### src/rtl/uart_rx_out_fifo.sv
// ============================================================================
// uart_rx_out_fifo : first-word-fall-through output queue for a UART receiver.
// Optional macro UART_RX_FIFO_ERR_TAG_EN stores a frame-error tag per entry.
// Revision: 1.0
// ============================================================================
`default_nettype none

module uart_rx_out_fifo #(
  parameter int DATA_W = 8,
  parameter int DEPTH  = 4
) (
  input  logic                       clk_i,
  input  logic                       rst_i,
  input  logic [DATA_W-1:0]          shift_reg_data_i,
  input  logic                       load_i,
  input  logic                       frame_err_i,
  input  logic                       data_ready_i,
  input  logic                       clear_overrun_i,
  output logic [DATA_W-1:0]          data_o,
  output logic                       data_o_valid,
  output logic                       err_o,
  output logic [$clog2(DEPTH):0]     level_o,
  output logic                       full_o,
  output logic                       empty_o,
  output logic                       overrun_o
);

  localparam int PTR_W = $clog2(DEPTH);
  localparam int LVL_W = PTR_W + 1;
  localparam logic [LVL_W-1:0] LVL_DEPTH = LVL_W'(DEPTH);
  localparam logic [LVL_W-1:0] LVL_ONE   = LVL_W'(1);
  localparam logic [PTR_W-1:0] PTR_ONE   = PTR_W'(1);

`ifdef UART_RX_FIFO_ERR_TAG_EN
  localparam int ENTRY_W = DATA_W + 1;
`else
  localparam int ENTRY_W = DATA_W;
`endif

  logic [ENTRY_W-1:0] mem [DEPTH];
  logic [PTR_W-1:0]   wr_ptr;
  logic [PTR_W-1:0]   rd_ptr;
  logic [LVL_W-1:0]   level;
  logic               overrun;

  logic               full;
  logic               empty;
  logic               pop;
  logic               push;
  logic               drop;
  logic [ENTRY_W-1:0] wr_entry;
  logic [ENTRY_W-1:0] head_entry;

  assign full  = (level == LVL_DEPTH);
  assign empty = (level == '0);

  // A same-cycle pop frees the slot, so a push into a full queue is still accepted.
  assign pop  = !empty && data_ready_i;
  assign push = load_i && (!full || pop);
  assign drop = load_i && full && !pop;

`ifdef UART_RX_FIFO_ERR_TAG_EN
  assign wr_entry = {frame_err_i, shift_reg_data_i};
`else
  assign wr_entry = shift_reg_data_i;
  logic unused_frame_err;
  assign unused_frame_err = frame_err_i;
`endif

  // Storage is not reset; empty gating keeps stale contents off the outputs.
  always_ff @(posedge clk_i) begin
    if (push) begin
      mem[wr_ptr] <= wr_entry;
    end
  end

  always_ff @(posedge clk_i or posedge rst_i) begin
    if (rst_i) begin
      wr_ptr  <= '0;
      rd_ptr  <= '0;
      level   <= '0;
      overrun <= 1'b0;
    end else begin
      if (push) begin
        wr_ptr <= wr_ptr + PTR_ONE;
      end
      if (pop) begin
        rd_ptr <= rd_ptr + PTR_ONE;
      end
      case ({push, pop})
        2'b10:   level <= level + LVL_ONE;
        2'b01:   level <= level - LVL_ONE;
        default: level <= level;
      endcase
      if (drop) begin
        overrun <= 1'b1;
      end else if (clear_overrun_i) begin
        overrun <= 1'b0;
      end
    end
  end

  assign head_entry = mem[rd_ptr];

  always_comb begin
    data_o = '0;
    err_o  = 1'b0;
    if (!empty) begin
      data_o = head_entry[DATA_W-1:0];
`ifdef UART_RX_FIFO_ERR_TAG_EN
      err_o  = head_entry[DATA_W];
`endif
    end
  end

  assign data_o_valid = !empty;
  assign level_o      = level;
  assign full_o       = full;
  assign empty_o      = empty;
  assign overrun_o    = overrun;

endmodule

`default_nettype wire

### config.mk
export PLATFORM = sky130hd
export DESIGN_NAME = uart_rx_out_fifo
export DESIGN_NICKNAME = d
export VERILOG_FILES = /design/src/rtl/uart_rx_out_fifo.sv
export SDC_FILE = /design/constraint.sdc
export NUM_CORES = 1
export LEC_CHECK = 0
export CORE_MARGIN = 3
export CORE_UTILIZATION = 55
export CTS_CLUSTER_SIZE = 25
export DETAILED_ROUTE_END_ITERATION = 8
export GPL_TIMING_DRIVEN = 0
export HOLD_SLACK_MARGIN = 0.15
export PLACE_DENSITY_LB_ADDON = 0.1
export SYNTH_ARGS = -nofsm -noshare
export SYNTH_HDL_FRONTEND = slang
export SYNTH_SLANG_ARGS = --single-unit
export TNS_END_PERCENT = 50
### constraint.sdc
create_clock -name clk_i -period 3.6 [get_ports clk_i]
set_clock_uncertainty 0.2 [all_clocks]
set_input_delay 0.9 -clock clk_i [delete_from_list [all_inputs] [get_ports clk_i]]
set_output_delay 0.9 -clock clk_i [all_outputs]
set_load 0.05 [all_outputs]
* Yosys cells after proc, flatten, opt, wreduce, memory -nomap -nowiden
Memory sizes are Yosys's and may differ from the RTL's.
Index checks and enable logic that the tools add are counted.
** Word-level totals
- Memories kept :: 1
- Word-level logic and storage cells :: 29
- Flip-flop bits (word level) :: 8
- Bits in writable memories :: 32
** Cells by class
- $add $sub $neg :: 4
- Equality and inequality tests :: 3
- Multiplexer cells :: 6
- Reduce and logical (&&, ||, !) cells :: 11
** Memories
- mem :: depth 4, bits a word 8, read ports 1, clocked after Yosys merged registers in 0, wr ports 1, RTL line 40 : logic [ENTRY_W-1:0] mem [DEPTH];
** Operator list (number)
- two-way mux 8 bit :: 1
- case mux 3 bit (2 select lines) :: 1
- adder 2 x 1 -> 2 bit, second input constant :: 2
- logical AND 1 bit :: 4
- two-way mux 1 bit :: 4
- nonzero test 2 bit :: 2
- adder 3 x 1 -> 3 bit, second input constant :: 1
- equality test 3 bit, second input constant :: 1
- logical NOT 1 bit :: 3
- logical NOT 3 bit :: 1
- subtractor 3 x 1 -> 3 bit, second input constant :: 1
- equality test 2 x 1 -> 1 bit, second input constant :: 1
- equality test 2 bit, second input constant :: 1
- logical OR 1 bit :: 1

* Longest topological paths before layout
- Word-level depth :: 7
- Mapped depth :: 9
- Gate-level depth less buffers :: 9

* Least setup slack after synthesis
Ideal clock, no wire load.
- Kind :: reg2out
- Start point :: register level[0] (netlist: level_o[0])
- End point :: output data_o[0]
- Data required time :: 2500 ps
- Arrival :: 1994 ps
- Setup slack :: 506 ps
- Cell stages (with the launch flop) :: 4
- Cell sequence :: dfrtp_1 -> or3_2 -> clkbuf_1 -> and2_1
** On the way
- Longest elaborated chain between the ends :: 2
** RTL lines
- start, declared :: RTL line 43 : logic [LVL_W-1:0] level;
- start signal, assigned :: RTL line 91 : 2'b10: level <= level + LVL_ONE;
- start signal, assigned :: RTL line 92 : 2'b01: level <= level - LVL_ONE;
- start signal, assigned :: RTL line 93 : default: level <= level;
- logical NOT 3 bit :: RTL line 55 : assign empty = (level == '0);
- two-way mux 8 bit :: RTL line 108 : if (!empty) begin
- end, declared :: RTL line 19 : output logic [DATA_W-1:0] data_o,
No other way between the ends.

* Final worst setup path
- Start point :: register level[0] (netlist: level_o[0])
- End point :: output data_o_valid
** On the way
- Longest elaborated chain between the ends :: 2
** RTL lines
- logical NOT 3 bit :: RTL line 55
- logical NOT 1 bit :: RTL line 116 : assign data_o_valid = !empty;
- end, declared :: RTL line 20 : output logic data_o_valid,
No other way between the ends.

==> report_table.html <==
<table>
<tr><th>Metric</th><th>Value</th></tr>
<tr><th colspan="2">Critical path</th></tr>
<tr><td>Crit path arrival time</td><td>2.31 ns</td></tr>
<tr><td>Cell type of the slowest stage on the worst timing path</td><td>sky130_fd_sc_hd__clkdlybuf4s50_1</td></tr>
<tr><td>Crit Path Max Fanout</td><td>10</td></tr>
<tr><td>Crit. End Element</td><td>output port</td></tr>
<tr><td>Depth of the worst register-to-register path</td><td>9</td></tr>
<tr><td>Series of cell instances along the critical path</td><td>or3_2 -&gt; clkbuf_1 -&gt; clkdlybuf4s50_1</td></tr>
<tr><td>Sort of element at the start of the critical path</td><td>flip-flop</td></tr>
<tr><td>WP data required</td><td>2.50 ns</td></tr>
<tr><td>CP max stage delay</td><td>0.76 ns</td></tr>
<tr><td>Crit Path Category</td><td>flip-flop to output port</td></tr>
<tr><th colspan="2">STA</th></tr>
<tr><td>Hold Fails Final Rpt</td><td>0</td></tr>
<tr><td>Maximum operating frequency</td><td>293 MHz</td></tr>
<tr><td>Final worst-path cycle share</td><td>94.7%</td></tr>
<tr><td>Final-layout setup total negative slack</td><td>0 ns</td></tr>
<tr><td>Smallest hold slack</td><td>0.319 ns</td></tr>
<tr><td>Number of endpoints failing setup at the final stage</td><td>0</td></tr>
<tr><td>Final critical-path required period</td><td>3.41 ns</td></tr>
<tr><td>Fin worst setup slack</td><td>0.192 ns</td></tr>
<tr><td>Rel. slew slack</td><td>63.7%</td></tr>
<tr><td>Number of slew-limit violations in the final report</td><td>0</td></tr>
<tr><td>Setup repair after global routing missed its margin</td><td>false</td></tr>
<tr><td>Slew of the pin with the lowest slew margin</td><td>0.544 ns</td></tr>
<tr><th colspan="2">Final layout</th></tr>
<tr><td>Filler cell count in the final layout</td><td>200</td></tr>
<tr><td>Area of combinational cells with multiple inputs</td><td>482 um^2</td></tr>
<tr><td>Nets@finish</td><td>151</td></tr>
<tr><td>Antenna Diode Count</td><td>0</td></tr>
<tr><td>Area added between synthesis and finish</td><td>22.1%</td></tr>
<tr><td>Sequential cell area</td><td>1160 um^2</td></tr>
<tr><td>Final design utilization</td><td>72.9%</td></tr>
<tr><td>Number of non-filler instances in the completed layout</td><td>163</td></tr>
<tr><td>Final non-filler cell area</td><td>2080 um^2</td></tr>
<tr><td>Share of cells above drive strength 1</td><td>17.4%</td></tr>
<tr><th colspan="2">Floorplanning</th></tr>
<tr><td>Die area</td><td>3800 um^2</td></tr>
<tr><td>Effective utilization at floorplan</td><td>59.7%</td></tr>
<tr><td>Count of boundary I/O pins</td><td>30</td></tr>
<tr><td>Placeable core region</td><td>2850 um^2</td></tr>
<tr><td>FP Rows</td><td>19</td></tr>
<tr><td>Die height</td><td>61.7 um</td></tr>
<tr><td>Die width</td><td>61.7 um</td></tr>
<tr><th colspan="2">Synth</th></tr>
<tr><td>Syn_area_per_cell</td><td>17.6 um^2</td></tr>
<tr><td>Number of distinct library cells after synthesis</td><td>22</td></tr>
<tr><td>Cell types with the largest area share after synthesis</td><td>sky130_fd_sc_hd__edfxtp_1 56%, sky130_fd_sc_hd__dfrtp_1 12%, sky130_fd_sc_hd__mux4_2 11%</td></tr>
<tr><td>Fraction of the yosys area taken by sequential cells</td><td>68.1%</td></tr>
<tr><td>Top-area cell type share of the netlist area</td><td>56.4%</td></tr>
<tr><td>Post-Synthesis Net Count</td><td>117</td></tr>
<tr><td>Warning count from the yosys run</td><td>0</td></tr>
<tr><td>Number of instances in the synthesized netlist</td><td>97</td></tr>
<tr><td>Total of flip-flops plus latches after synthesis</td><td>40</td></tr>
<tr><td>Largest area contributor in the synthesized netlist</td><td>sky130_fd_sc_hd__edfxtp_1</td></tr>
<tr><td>Netlist area before placement</td><td>1700 um^2</td></tr>
<tr><th colspan="2">Clock network</th></tr>
<tr><td>Hold-fix buffers at CTS</td><td>0</td></tr>
<tr><td>Clock latency on the worst-skew pair</td><td>0.34 ns</td></tr>
<tr><td>Clock slew seen by the registers of the worst setup and hold paths</td><td>0.10 ns</td></tr>
<tr><td>Level count of the clock H-tree</td><td>2</td></tr>
<tr><td>Clock Sinks</td><td>40</td></tr>
<tr><td>Number of buffers on the longest clock path</td><td>2</td></tr>
<tr><td>Clock tree from TritonCTS</td><td>done</td></tr>
<tr><td>Total CTS buffers</td><td>5</td></tr>
<tr><td>Clock Root Buffer</td><td>sky130_fd_sc_hd__clkbuf_4</td></tr>
<tr><th colspan="2">Power</th></tr>
<tr><td>Static leakage</td><td>0.865 nW</td></tr>
<tr><td>Peak supply drop</td><td>0.514 mV</td></tr>
<tr><td>Pwr dens</td><td>914 nW/um^2</td></tr>
<tr><td>Total power consumption of the routed design</td><td>1.90 mW</td></tr>
<tr><th colspan="2">Global routing</th></tr>
<tr><td>Met2 Use GR</td><td>27.8%</td></tr>
<tr><td>Pin count of the biggest net entering global routing</td><td>12</td></tr>
<tr><td>Number of global-route vias before repair</td><td>911</td></tr>
<tr><td>Initial antenna violation count</td><td>0</td></tr>
<tr><td>Most Used Layer, Global Route</td><td>met2</td></tr>
<tr><td>Met1 demand-to-capacity share in global routing</td><td>18.6%</td></tr>
<tr><td>First-pass GRT wire length</td><td>4230 um</td></tr>
<tr><td>Overflow left after global routing</td><td>0</td></tr>
<tr><td>Total routing usage reported by global routing</td><td>16.7%</td></tr>
<tr><td>Met3 Use GR</td><td>6.50%</td></tr>
<tr><th colspan="2">Route</th></tr>
<tr><td>Wirelength, routed</td><td>2780 um</td></tr>
<tr><td>Via density per instance</td><td>5.41</td></tr>
<tr><td>Violation count after the first detailed-route iteration</td><td>40</td></tr>
<tr><td>Remaining routing DRC violations</td><td>0</td></tr>
<tr><td>Post-detailed-route count of antenna-violating nets</td><td>0</td></tr>
<tr><td>Routed WL per cell</td><td>17.1 um</td></tr>
<tr><td>Routed via count</td><td>882</td></tr>
<tr><td>First-pass iteration count of the detailed router</td><td>4</td></tr>
<tr><th colspan="2">Placement</th></tr>
<tr><td>Number of I/O port buffers</td><td>27</td></tr>
<tr><td>Final HPWL DP</td><td>1950 um</td></tr>
<tr><td>Pre-CTS setup slack</td><td>0.396 ns</td></tr>
<tr><td>Inst Count DP</td><td>155</td></tr>
<tr><td>Total placed instance area</td><td>2010 um^2</td></tr>
<tr><td>RD Place Congestion</td><td>0.658</td></tr>
<tr><th colspan="2">Run status</th></tr>
<tr><td>Status</td><td>complete, no violations</td></tr>
<tr><th colspan="2">Job</th></tr>
<tr><td>Max-cap viol count</td><td>0</td></tr>
<tr><th colspan="2">Min path</th></tr>
<tr><td>Hold Path Depth</td><td>1</td></tr>
<tr><td>Hold Path Class</td><td>flip-flop to flip-flop</td></tr>
</table>
cell type report:
class	count	area share (%)
multi-input combinational	42	23.2
tap	31	1.86
clock buffer	8	2.35
timing repair buffer	27	13.9
sequential	40	55.8
buffer	4	0.962
inverter	11	1.98
placed cells by master, fill, tap and decap left out, types with 3 or more instances in the layout:
| master | instances |
|---|---|
| sky130_fd_sc_hd__edfxtp_1 | 32 |
| sky130_fd_sc_hd__clkbuf_4 | 5 |
| sky130_fd_sc_hd__and2_2 | 4 |
| sky130_fd_sc_hd__ha_1 | 5 |
| sky130_fd_sc_hd__xnor2_1 | 3 |
| sky130_fd_sc_hd__dfrtp_1 | 8 |
| sky130_fd_sc_hd__xor2_1 | 3 |
| sky130_fd_sc_hd__clkdlybuf4s50_1 | 18 |
| sky130_fd_sc_hd__inv_1 | 11 |
| sky130_fd_sc_hd__and2_1 | 9 |
| sky130_fd_sc_hd__clkbuf_1 | 5 |
| sky130_fd_sc_hd__mux4_2 | 8 |
| sky130_fd_sc_hd__dlymetal6s2s_1 | 8 |
cells by family after synthesis:
family	after synthesis	synth area share, %
mux	10	12.0
xor+xnor	6	3.08
compound gates	2	1.39
fa+ha+maj	6	4.85
buf+inv	15	3.60
flops	40	68.1
other cells	1	0.220
simple gates	17	6.68
sequential cells by signal, indices dropped and copies added (netlist names):
name       cells
mem           32
level_o        3
rd_ptr         2
wr_ptr         2
overrun_o      1
worst max-delay path, delay by kind of cell (launching register included):
| kind | cells | cell delay, ns |
|---|---|---|
| buffers and inverters | 2 | 1.00 |
| flip-flops | 1 | 0.45 |
| AND/OR/NAND/NOR | 1 | 0.52 |
synth_stat cells:
cell                        n
sky130_fd_sc_hd__fa_1       1
sky130_fd_sc_hd__conb_1     1
sky130_fd_sc_hd__clkbuf_1   2
sky130_fd_sc_hd__or3b_4     1
sky130_fd_sc_hd__mux2i_1    1
sky130_fd_sc_hd__and2_1     9
sky130_fd_sc_hd__o21a_4     1
sky130_fd_sc_hd__and2_2     4
sky130_fd_sc_hd__xnor2_1    3
sky130_fd_sc_hd__nand3_1    1
sky130_fd_sc_hd__mux4_2     8
sky130_fd_sc_hd__xor2_1     3
sky130_fd_sc_hd__mux2_4     1
sky130_fd_sc_hd__buf_2      1
sky130_fd_sc_hd__nor2_1     1
sky130_fd_sc_hd__edfxtp_1  32
sky130_fd_sc_hd__inv_1     11
sky130_fd_sc_hd__or3_2      1
sky130_fd_sc_hd__o32ai_1    1
sky130_fd_sc_hd__buf_4      1
sky130_fd_sc_hd__dfrtp_1    8
sky130_fd_sc_hd__ha_1       5
routing by layer:
layer	routed length, um	vias to the layer above
met1	1130	440
met5	0	-
li1	-	413
met3	159	7
met2	1450	22
met4	45	0
path summary, 6_finish.rpt:
check / start / to / slack, ns
worst max-delay path: level_o[0] / data_o_valid / 0.19
worst min-delay path: level_o[2] / level_o[2] / 0.32
worst max register to register: level_o[0] / level_o[2] / 1.13
worst min register to register: level_o[2] / level_o[2] / 0.32
max in group asynchronous: rst_i / overrun_o / 2.35
min in group asynchronous: rst_i / wr_ptr[0] / 0.60
timing repair:
item                       CTS  global route
setup endpoints to repair    1             8
resized for setup            1             8
buffers inserted             0             0
hold endpoints to repair     0             0
power by group:
part / total (mW) / leakage [nW] / switching (mW) / internal (mW)
clock network: 0.208 / 0.0265 / 0.131 / 0.0779
registers: 0.674 / 0.389 / 0.0516 / 0.623
logic: 1.02 / 0.450 / 0.625 / 0.395
total: 1.90 / 0.865 / 0.807 / 1.10
No activity file was read; power rests on OpenSTA's default activity.
